$ cat config.mk
export PLATFORM = sky130hd
export DESIGN_NAME = imm_encoder
export DESIGN_NICKNAME = d
export VERILOG_FILES = /design/src/rtl/imm_encoder.sv
export SDC_FILE = /design/constraint.sdc
export NUM_CORES = 1
export LEC_CHECK = 0
export ABC_AREA = 0
export BUFFER_PORTS_ARGS = -buffer_cell sky130_fd_sc_hd__clkbuf_2
export CAP_MARGIN = 20
export CORE_MARGIN = 3
export CORE_UTILIZATION = 45
export DETAILED_ROUTE_END_ITERATION = 7
export GPL_TIMING_DRIVEN = 0
export PLACE_DENSITY = 0.74
export REMOVE_ABC_BUFFERS = 1
export SYNTH_ARGS = -nofsm -noshare
export SYNTH_HDL_FRONTEND = slang
export SYNTH_SLANG_ARGS = --single-unit
$ cat constraint.sdc
create_clock -name clk -period 2.1 [get_ports clk]
set_input_delay 0.105 -clock clk [delete_from_list [all_inputs] [get_ports clk]]
set_output_delay 0.105 -clock clk [all_outputs]
set_load 0.005 [all_outputs]
$ cat src/rtl/imm_encoder.sv
// Constant-to-immediate encoder: turns a 32-bit constant or branch byte offset
// into the shortest (imm, eop) beat stream the immediate extender rebuilds exactly.
module imm_encoder (
    input  logic        clk,
    input  logic        reset,
    input  logic        in_valid,
    output logic        in_ready,
    input  logic [31:0] in_value,
    input  logic        in_branch,
    output logic        out_valid,
    input  logic        out_ready,
    output logic [15:0] out_imm,
    output logic [1:0]  out_eop,
    output logic        out_last,
    output logic        out_err
);

    typedef enum logic [1:0] {
        IDLE = 2'b00,
        ONE  = 2'b01,
        HI   = 2'b10,
        LO   = 2'b11
    } state_t;

    localparam logic [1:0] EOP_SEXT  = 2'b00;
    localparam logic [1:0] EOP_ZEXT  = 2'b01;
    localparam logic [1:0] EOP_UPPER = 2'b10;
    localparam logic [1:0] EOP_BR    = 2'b11;

    state_t      r_state;
    logic        r_out_valid;
    logic [15:0] r_out_imm;
    logic [1:0]  r_out_eop;
    logic        r_out_last;
    logic        r_out_err;
    logic [15:0] r_lo_imm;

    state_t      w_next_state;
    logic        w_next_valid;
    logic [15:0] w_next_imm;
    logic [1:0]  w_next_eop;
    logic        w_next_last;
    logic        w_next_err;
    logic [15:0] w_next_lo_imm;

    logic        w_accept;
    logic        w_sext_ok;
    logic        w_zext_ok;
    logic        w_upper_ok;
    logic        w_branch_ok;

    assign in_ready  = (r_state == IDLE) && !reset;
    assign w_accept  = in_valid && in_ready;

    assign w_sext_ok   = (&in_value[31:15]) || (~|in_value[31:15]);
    assign w_zext_ok   = ~|in_value[31:16];
    assign w_upper_ok  = ~|in_value[15:0];
    // Branch offsets must be word aligned and fit an 18-bit signed byte offset.
    assign w_branch_ok = (in_value[1:0] == 2'b00) &&
                         ((&in_value[31:17]) || (~|in_value[31:17]));

    always_comb begin
        w_next_state  = r_state;
        w_next_valid  = r_out_valid;
        w_next_imm    = r_out_imm;
        w_next_eop    = r_out_eop;
        w_next_last   = r_out_last;
        w_next_err    = r_out_err;
        w_next_lo_imm = r_lo_imm;
        case (r_state)
            IDLE: begin
                if (w_accept) begin
                    w_next_valid = 1'b1;
                    w_next_last  = 1'b1;
                    w_next_err   = 1'b0;
                    w_next_state = ONE;
                    if (in_branch) begin
                        w_next_eop = EOP_BR;
                        if (w_branch_ok) begin
                            w_next_imm = in_value[17:2];
                        end else begin
                            w_next_imm = 16'h0000;
                            w_next_err = 1'b1;
                        end
                    end else if (w_sext_ok) begin
                        w_next_imm = in_value[15:0];
                        w_next_eop = EOP_SEXT;
                    end else if (w_zext_ok) begin
                        w_next_imm = in_value[15:0];
                        w_next_eop = EOP_ZEXT;
                    end else if (w_upper_ok) begin
                        w_next_imm = in_value[31:16];
                        w_next_eop = EOP_UPPER;
                    end else begin
                        w_next_imm    = in_value[31:16];
                        w_next_eop    = EOP_UPPER;
                        w_next_last   = 1'b0;
                        w_next_lo_imm = in_value[15:0];
                        w_next_state  = HI;
                    end
                end else begin
                    w_next_valid = 1'b0;
                end
            end
            ONE, LO: begin
                if (out_ready) begin
                    w_next_valid = 1'b0;
                    w_next_state = IDLE;
                end else begin
                    w_next_valid = 1'b1;
                end
            end
            HI: begin
                if (out_ready) begin
                    w_next_imm   = r_lo_imm;
                    w_next_eop   = EOP_ZEXT;
                    w_next_last  = 1'b1;
                    w_next_state = LO;
                end else begin
                    w_next_valid = 1'b1;
                end
            end
            default: begin
                w_next_valid = 1'b0;
                w_next_state = IDLE;
            end
        endcase
    end

    // State and registered beat outputs; reset drops any pending low half.
    always_ff @(posedge clk) begin
        if (reset) begin
            r_state     <= IDLE;
            r_out_valid <= 1'b0;
            r_out_imm   <= 16'h0000;
            r_out_eop   <= 2'b00;
            r_out_last  <= 1'b0;
            r_out_err   <= 1'b0;
            r_lo_imm    <= 16'h0000;
        end else begin
            r_state     <= w_next_state;
            r_out_valid <= w_next_valid;
            r_out_imm   <= w_next_imm;
            r_out_eop   <= w_next_eop;
            r_out_last  <= w_next_last;
            r_out_err   <= w_next_err;
            r_lo_imm    <= w_next_lo_imm;
        end
    end

    assign out_valid = r_out_valid;
    assign out_imm   = r_out_imm;
    assign out_eop   = r_out_eop;
    assign out_last  = r_out_last;
    assign out_err   = r_out_err;

endmodule
==> impl_metrics.tcl, run 1 <==
set metrics [dict create \
    outcome "finished, final reports clean" \
    antenna_cells 0 \
    ios 59 \
    cpPeakStageDelay_ps 650 \
    synthesis.area_um2 2320 \
    drt_pass1_iterations 6 \
    nets 361 \
    ys_types 44 \
    r2r_start "r_state[0]" \
    holdCritStartpoint "out_ready" \
    setup_violations 0 \
    grt_pass1_wl_um 12700 \
    core_um2 4850 \
    cts_tree "yes" \
    worst_pin_slew_ps 734 \
    rows 25 \
    drtIter0Drc 359 \
    dieArea_um2 6060 \
    overflow 0 \
    r2r_cells 7 \
    cpMaxStageDelayCell "or4b_2" \
    r2r-end "out_imm[6]" \
    avgSynthCellArea_um2 8.47 \
    setup.worst_path.class "flop to flop" \
    port-buffer-count 58 \
    route.detailed.drc 0 \
    yosys_warnings 0 \
    crit_path_end_kind "flop" \
    cts_root_buf "clkbuf_8" \
    dpl.hpwl_um 4850 \
    max_slew_margin_pct 51.1 \
    die_w_um 77.8 \
    worst_setup_hold_path_clk_slew_ps 80 \
    antenna_found_initial 0 \
    crit_chain "nor4b_4, buf_4, buf_12, or3_1, o311ai_1, or4b_2, o211ai_1" \
    required_ps 2320 \
    arrival_ps 2270 \
    drive_gt1_share_pct 32.6 \
    start_util_pct 47.9 \
    clk_latency_ps 300 \
    synth-async-reset-ratio_pct 0 \
    track_usage_pct 26.0 \
    final_common_cell "clkbuf_2" \
    powerDensity_nw_per_um2 624 \
    postRouteAntennaNets 0 \
    crit_path_end "out_imm[6]" \
    ys_ff_latch 39 \
    synth_edf_count 0 \
    die_y_um 77.8 \
    hold_violations 0 \
    reg2reg_slack_ps 40 \
    cts_buffer_depth 2 \
    gp_congestion 0.811 \
    ys_seq_area_share_pct 33.6 \
    hold_buffers 0 \
    fin_crit_sh_pct 97.9 \
    p_leak_nw 1.05 \
    startpoint_type "flop" \
    wire_per_inst_um 20.6 \
    totalWireLength_um 8090 \
    numCtsBuffers 5 \
    drv_cap 0 \
    path_max_fanout 9 \
    grt_max_degree 35 \
    num_vias 2710 \
    min_period_ps 2060 \
    hold_path_class "input port to flop" \
    peakVddDrop_v 0.000359 \
    grt_pass1_vias 2563 \
    synthFlopType "dfxtp_1" \
    drv_slew 0 \
    via_per_inst 6.91 \
    fin_cells 392 \
    cp-startpoint "r_state[0]" \
    finalCoreUtilization_pct 58.9 \
    layout_common_cells "58 x clkbuf_2, 37 x dfxtp_1, 21 x a21oi_1, 19 x o21ai_0, 17 x nand3_1" \
    htree_levels 2 \
    clock-skew-final_ps 10.4 \
    synthToLayoutAreaGrowth_pct 23.1 \
    dp.cells 372 \
    fmax_ghz 0.486 \
    clock-sinks 39 \
    syn_inst 274 \
]
==> registers in the layout, summed over array words and instances (netlist names) <==
register and cells:
out_valid 1, out_last 1, out_err 1, out_eop 2, r_state 2, r_lo_imm 16
out_imm 16
==> how the worst min path moves through the flow <==
stage | slack, ps | cells after the start | endpoint
floorplan | 170 | 1 | out_eop[1]
global placement | 350 | 2 | out_valid
CTS | 60 | 2 | out_valid
detailed placement | 370 | 2 | out_valid
finish | 60 | 2 | out_valid
global route | 80 | 3 | r_lo_imm[7]
==> layout make-up <==
type / instances / area, um^2
fill: 467 / 1990
multi-input combinational: 202 / 1450
sequential: 39 / 788
timing repair buffer: 71 / 434
tap: 67 / 83.8
clock buffer: 7 / 76.3
inverter: 5 / 18.8
clock inverter: 1 / 5.00
==> through the flow <==
step	hold WS, ps	total power [mW]	setup TNS, ps	setup slack [ps]	instance area, um^2
after floorplan	174	1.04	-1050	-61.4	2200
after global placement	353	1.21	-30670	-982	2570
after detailed placement	365	1.22	-17300	-668	2590
after CTS	57.4	1.75	0	19.8	2770
after global routing	82.0	1.85	-97.0	-30.5	2860
final	63.2	1.78	0	44.0	2860
==> critical path: cells and delay by family, from the launching register on <==
family	cells	cell delay [ps]
simple gates	3	1030
flops	1	380
buf+inv	2	320
compound gates	2	230
==> cells by family (layout without fill, tap and decap cells) <==
family                 Yosys count  count (layout)  share of synthesized area (%)
DFF                             39              39                           33.6
and+or+nand+nor                 98              98                           27.6
AOI/OAI and AO/OA              104             104                           32.6
buffers and inverters           33              84                           6.15
==> repair_timing <==
action | 4_1_cts | 5_1_grt
pin swaps | 3 | 1
buffers inserted | 7 | 3
gates resized for setup | 7 | 15
setup endpoints to repair | 33 | 18
gates cloned | 0 | 1
endpoints found under the hold margin | 0 | 0
==> layer usage <==
layer / GRT usage (%) / wire length (um)
met3: 5.57 / 801
met4: 13.3 / 177
met5: 0 / 0
met1: 36.1 / 3360
met2: 37.6 / 3750
==> cells in the mapped netlist, types with 2 or more instances <==
cell	number	area (um^2)
o22ai_1	5	31.3
nor4_1	7	43.8
nor3_1	5	25.0
dfxtp_1	39	781
nor2_1	14	52.6
o311ai_1	6	52.6
a211o_1	4	35.0
clkbuf_1	17	63.8
a2111o_1	3	33.8
or4b_2	12	120
nand3_1	17	85.1
or4b_1	11	110
and2_1	2	12.5
a22oi_1	3	22.5
or3_1	12	75.1
nand2b_1	2	12.5
inv_1	5	18.8
a221oi_1	14	123
o211ai_1	11	82.6
a21oi_1	21	105
o311ai_0	6	52.6
o21ai_0	19	95.1
buf_2	8	40.0
nand2_1	7	26.3
nand4_1	4	25.0
a211oi_1	2	15.0
==> where the power goes <==
group | leakage (nW) | internal [mW] | switching, mW | total [mW]
Sequential | 0.319 | 0.786 | 0.0358 | 0.822
Clock | 0.0422 | 0.233 | 0.273 | 0.507
Combinational | 0.692 | 0.198 | 0.255 | 0.453
Total | 1.05 | 1.22 | 0.564 | 1.78
(Power assumes the default switching activity.)
==> run 2: changes to the inputs <==
--- a/config.mk
+++ b/config.mk
@@ -6,10 +6,11 @@
 export NUM_CORES = 1
 export LEC_CHECK = 0
 export ABC_AREA = 0
-export BUFFER_PORTS_ARGS = -buffer_cell sky130_fd_sc_hd__clkbuf_2
+export BUFFER_PORTS_ARGS = -buffer_cell sky130_fd_sc_hd__buf_2
 export CAP_MARGIN = 20
 export CORE_MARGIN = 3
 export CORE_UTILIZATION = 45
+export CTS_BUF_LIST = sky130_fd_sc_hd__clkbuf_4
 export DETAILED_ROUTE_END_ITERATION = 7
 export GPL_TIMING_DRIVEN = 0
 export PLACE_DENSITY = 0.74
==> impl_metrics.tcl, run 2 (synthesized netlist as in run 1, its figures left out) <==
set metrics [dict create \
    pre_cts_slack_ps -542 \
    via_per_inst 6.68 \
    setup_ws_ps 39.8 \
    p_total_mw 1.92 \
    powerDensity_nw_per_um2 668 \
    tns_ps 0 \
    fmax_ghz 0.485 \
    port-buffer-count 58 \
    crit_chain "and3b_2, buf_12, nor2_4, buf_6, o311ai_1, or4b_2, o211ai_1" \
    clock-skew-final_ps 24.1 \
    placed_area_um2 2590 \
    hold_path_class "input port to flop" \
    design_area_um2 2870 \
    core_um2 4850 \
    synthToLayoutAreaGrowth_pct 23.8 \
    dieArea_um2 6060 \
    cts_buffer_depth 2 \
    min_period_ps 2060 \
    multi_input_area_um2 1440 \
    die_y_um 77.8 \
    worst_setup_hold_path_clk_slew_ps 140 \
    r2r_cells 7 \
    clock-sinks 39 \
    rows 25 \
    gp_congestion 0.810 \
    p_leak_nw 1.08 \
    setup.worst_path.class "flop to flop" \
    num-fill-cells 467 \
    nets 363 \
    timing.critical_path.buf_inv 2 \
    crit_path_end_kind "flop" \
    critPathTopFamily "simple AND/OR/NAND/NOR gates" \
    totalWireLength_um 7800 \
    seqCellArea_um2 786 \
    clk_latency_ps 360 \
    outcome "finished, final reports clean" \
    grt_pass1_vias 2440 \
    cpMaxStageDelayCell "or4b_2" \
    setup_violations 0 \
    route.detailed.drc 0 \
    ios 59 \
    max_slew_margin_pct 51.2 \
    drt_pass1_iterations 5 \
    required_ps 2370 \
    drive_gt1_share_pct 33.0 \
    hold_violations 0 \
    antenna_found_initial 0 \
    htree_levels 2 \
    hold_slack_ps 12.3 \
    numCtsBuffers 5 \
    die_w_um 77.8 \
    cp.depth 7 \
    grt_pass1_wl_um 12400 \
    fin_crit_sh_pct 98.1 \
    start_util_pct 47.9 \
    overflow 0 \
    min_path_cells 3 \
    cts_root_buf "clkbuf_4" \
    drtIter0Drc 330 \
    peakVddDrop_v 0.000497 \
    dpl.hpwl_um 4830 \
    path_max_fanout 13 \
    final_common_cell "buf_2" \
    startpoint_type "flop" \
    worst_pin_slew_ps 732 \
    num_vias 2631 \
    cts_tree "yes" \
    layout_common_cells "58 x buf_2, 37 x dfxtp_1, 21 x a21oi_1, 19 x o21ai_0, 17 x nand3_1" \
    drv_cap 0 \
    track_usage_pct 25.6 \
    arrival_ps 2330 \
    cpPeakStageDelay_ps 650 \
    wire_per_inst_um 19.8 \
    grt_max_degree 35 \
    antenna_cells 0 \
    postRouteAntennaNets 0 \
    drv_slew 0 \
]
-- run 2: changes by cell type in the layout (fill, tap and decap cells not counted), sizes merged --
| cell | before | now |
|---|---|---|
| clkbuf | 67 | 7 |
| buf | 11 | 71 |
| bufinv | 0 | 2 |
| clkinv | 1 | 0 |
| dlygate4sd3 | 0 | 1 |
-- run 2: per-stage QoR --
| step | cells | util [%] |
|---|---|---|
| after floorplan | 246 | - |
| after global placement | 371 | 53.0 |
| after detailed placement | 372 | 53.4 |
| after CTS | 390 | 57.8 |
| after global routing | 394 | 59.3 |
| final | 394 | 59.3 |
-- run 2: area by class of cell --
cell class	instances	share of cell area, %
inverters	5	0.653
well taps	67	2.92
flip-flops and latches	39	27.4
multi-input cells	202	50.0
clock inverters	2	2.09
repair buffers	73	15.4
clock buffers	6	1.57
-- run 2: timing repair --
item,4_1_cts,5_1_grt
setup endpoints to repair,33,19
setup buffers,9,3
pin swaps,3,2
hold buffers,1,0
hold endpoints to repair,1,0
gates resized for setup,7,12
-- run 2: report_power, final --
part	switching [mW]	total [mW]	internal [mW]
clock network	0.270	0.655	0.385
logic	0.246	0.441	0.195
registers	0.0348	0.822	0.787
-- run 2: per-layer routing --
metal | track usage, % | up-vias | wire [um]
met5 | 0 | - | 0
met4 | 10.9 | 0 | 142
met3 | 4.99 | 20 | 774
met2 | 37.9 | 162 | 3620
met1 | 35.9 | 1246 | 3260
li1 | - | 1203 | -
-- run 2: path summary, 6_finish.rpt --
kind | startpoint | end | slack [ps]
worst max-delay path | r_state[0] | out_imm[9] | 40
worst min-delay path | in_value[12] | r_lo_imm[12] | 10
worst max register to register | r_state[0] | out_imm[9] | 40
worst min register to register | out_eop[1] | out_eop[1] | 460
-- run 2: worst reg2reg max path: cells and delay by family, from the launching register on --
kind	cells	cell delay, ps
buffers and inverters	2	290
AO/OA/AOI/OAI	2	230
flip-flops	1	410
AND/OR/NAND/NOR	3	1040
==> run 3: changes to the inputs <==
--- a/config.mk
+++ b/config.mk
@@ -9,11 +9,11 @@
 export BUFFER_PORTS_ARGS = -buffer_cell sky130_fd_sc_hd__buf_2
 export CAP_MARGIN = 20
 export CORE_MARGIN = 3
-export CORE_UTILIZATION = 45
+export CORE_UTILIZATION = 50
 export CTS_BUF_LIST = sky130_fd_sc_hd__clkbuf_4
 export DETAILED_ROUTE_END_ITERATION = 7
 export GPL_TIMING_DRIVEN = 0
-export PLACE_DENSITY = 0.74
+export PLACE_DENSITY = 0.81
 export REMOVE_ABC_BUFFERS = 1
 export SYNTH_ARGS = -nofsm -noshare
 export SYNTH_HDL_FRONTEND = slang
==> impl_metrics.tcl, run 3 (synthesized netlist as in run 1, its figures left out) <==
set metrics [dict create \
    drv_cap 0 \
    power.switching_mw 0.548 \
    clock-skew-final_ps 12.7 \
    layout_common_cells "58 x buf_2, 37 x dfxtp_1, 21 x a21oi_1, 19 x o21ai_0, 17 x nand3_1" \
    startpoint_type "flop" \
    grt_max_degree 35 \
    dpl.hpwl_um 4720 \
    grt_pass1_vias 2384 \
    hold_slack_ps 9.16 \
    gp_congestion 0.890 \
    worst_setup_hold_path_clk_slew_ps 130 \
    clock-sinks 39 \
    max_slew_margin_pct 50.7 \
    outcome "finished, final reports clean" \
    num-fill-cells 386 \
    drt_pass1_iterations 5 \
    route.detailed.drc 0 \
    fin_crit_sh_pct 99.3 \
    design_area_um2 2770 \
    setup_ws_ps 14.1 \
    path_max_fanout 13 \
    drive_gt1_share_pct 32.6 \
    grt_setup_unrepaired "true" \
    peakVddDrop_v 0.000378 \
    start_util_pct 52.6 \
    pwr-share-clk_pct 25.5 \
    met1_length_um 3250 \
    worst_pin_slew_ps 739 \
    p_leak_nw 1.04 \
    numCtsBuffers 5 \
    arrival_ps 2390 \
    overflow 0 \
    wire_per_inst_um 20.4 \
    antenna_cells 0 \
    dr_wl_met2_um 3540 \
    cts_tree "yes" \
    min_period_ps 2090 \
    required_ps 2410 \
    ios 59 \
    setup.worst_path.class "flop to flop" \
    core_um2 4410 \
    die_w_um 74.1 \
    crit_path_end_kind "flop" \
    cpPeakStageDelay_ps 670 \
    grt_pass1_wl_um 11700 \
    hold_path_class "input port to flop" \
    wl_met3_um 793 \
    drtIter0Drc 448 \
    clk_latency_ps 370 \
    fmax_ghz 0.479 \
    die_y_um 74.1 \
    placed_area_um2 2570 \
    p_seq_share_pct 49.1 \
    pre_cts_slack_ps -546 \
    maxUsedRoutingLayer "met4" \
    cpMaxStageDelayCell "or4b_2" \
    cts_root_buf "clkbuf_4" \
    multi_input_area_um2 1440 \
    antenna_found_initial 0 \
    drv_slew 0 \
    num_vias 2676 \
    hold_violations 0 \
    totalWireLength_um 7680 \
    port-buffer-count 58 \
    cts_buffer_depth 2 \
    rows 24 \
    crit_chain "and3b_2, nor2_4, buf_4, o311ai_0, or4b_2, o211ai_1" \
    postRouteAntennaNets 0 \
    synthToLayoutAreaGrowth_pct 19.1 \
    via_per_inst 7.10 \
    pwr-share-comb_pct 25.5 \
    reg2reg_slack_ps 10 \
    p_int_mw 1.13 \
    setup_violations 0 \
    final_common_cell "buf_2" \
    track_usage_pct 27.7 \
    swShare_pct 32.7 \
    nets 361 \
    dieArea_um2 5500 \
    seqCellArea_um2 786 \
    powerDensity_nw_per_um2 605 \
    htree_levels 2 \
]
==> run 3: per-stage QoR <==
stage          total power [mW]  util (%)  setup TNS, ps  cells
2_1_floorplan              1.04         -          -1050    246
3_3_place_gp               1.21      57.8         -30700    356
3_5_place_dp               1.22      58.3         -11850    357
4_1_cts                    1.64      61.5              0    374
5_1_grt                    1.74      62.6          -93.9    377
6_report                   1.67      62.6              0    377
==> run 3: power groups by stage <==
stage          combinational [mW]  sequential [mW]  clock (mW)
3_5_place_dp                0.379            0.837           0
5_1_grt                     0.457            0.827       0.456
2_1_floorplan               0.208            0.835           0
4_1_cts                     0.399            0.821       0.417
6_report                    0.426            0.821       0.426
3_3_place_gp                0.371            0.835           0
==> run 3: layer usage <==
layer | vias to the layer above | GRT usage, %
met1 | 1279 | 38.1
met4 | 0 | 9.66
met2 | 183 | 43.3
li1 | 1205 | -
met3 | 9 | 5.41
met5 | - | 0
==> run 3: critical path, delay by kind of cell (launching register included) <==
kind	cells	cell delay (ps)
simple gates	3	1140
compound gates	2	300
flops	1	420
buf+inv	1	180
==> run 3: final cells by class <==
cell class                 instances  area share (%)
clock buffer                       7            1.90
clock inverter                     1           0.181
inverter                           5           0.679
multi-input combinational        202            51.9
sequential                        39            28.4
tap                               52            2.35
timing repair buffer              71            14.5
==> run 3: what timing repair did <==
| item | CTS | global route |
|---|---|---|
| setup buffers | 8 | 2 |
| setup endpoints to repair | 33 | 14 |
| gates resized for setup | 6 | 8 |
| pin swaps | 3 | 2 |
| endpoints found under the hold margin | 1 | 0 |
| hold buffers | 1 | 0 |
==> run 3: path summary, 6_finish.rpt <==
| kind | startpoint | end | depth (start not counted) |
|---|---|---|---|
| max | r_state[0] | out_imm[6] | 6 |
| min | in_value[5] | r_lo_imm[5] | 3 |
| max reg2reg | r_state[0] | out_imm[6] | 6 |
| min reg2reg | out_err | out_err | 2 |
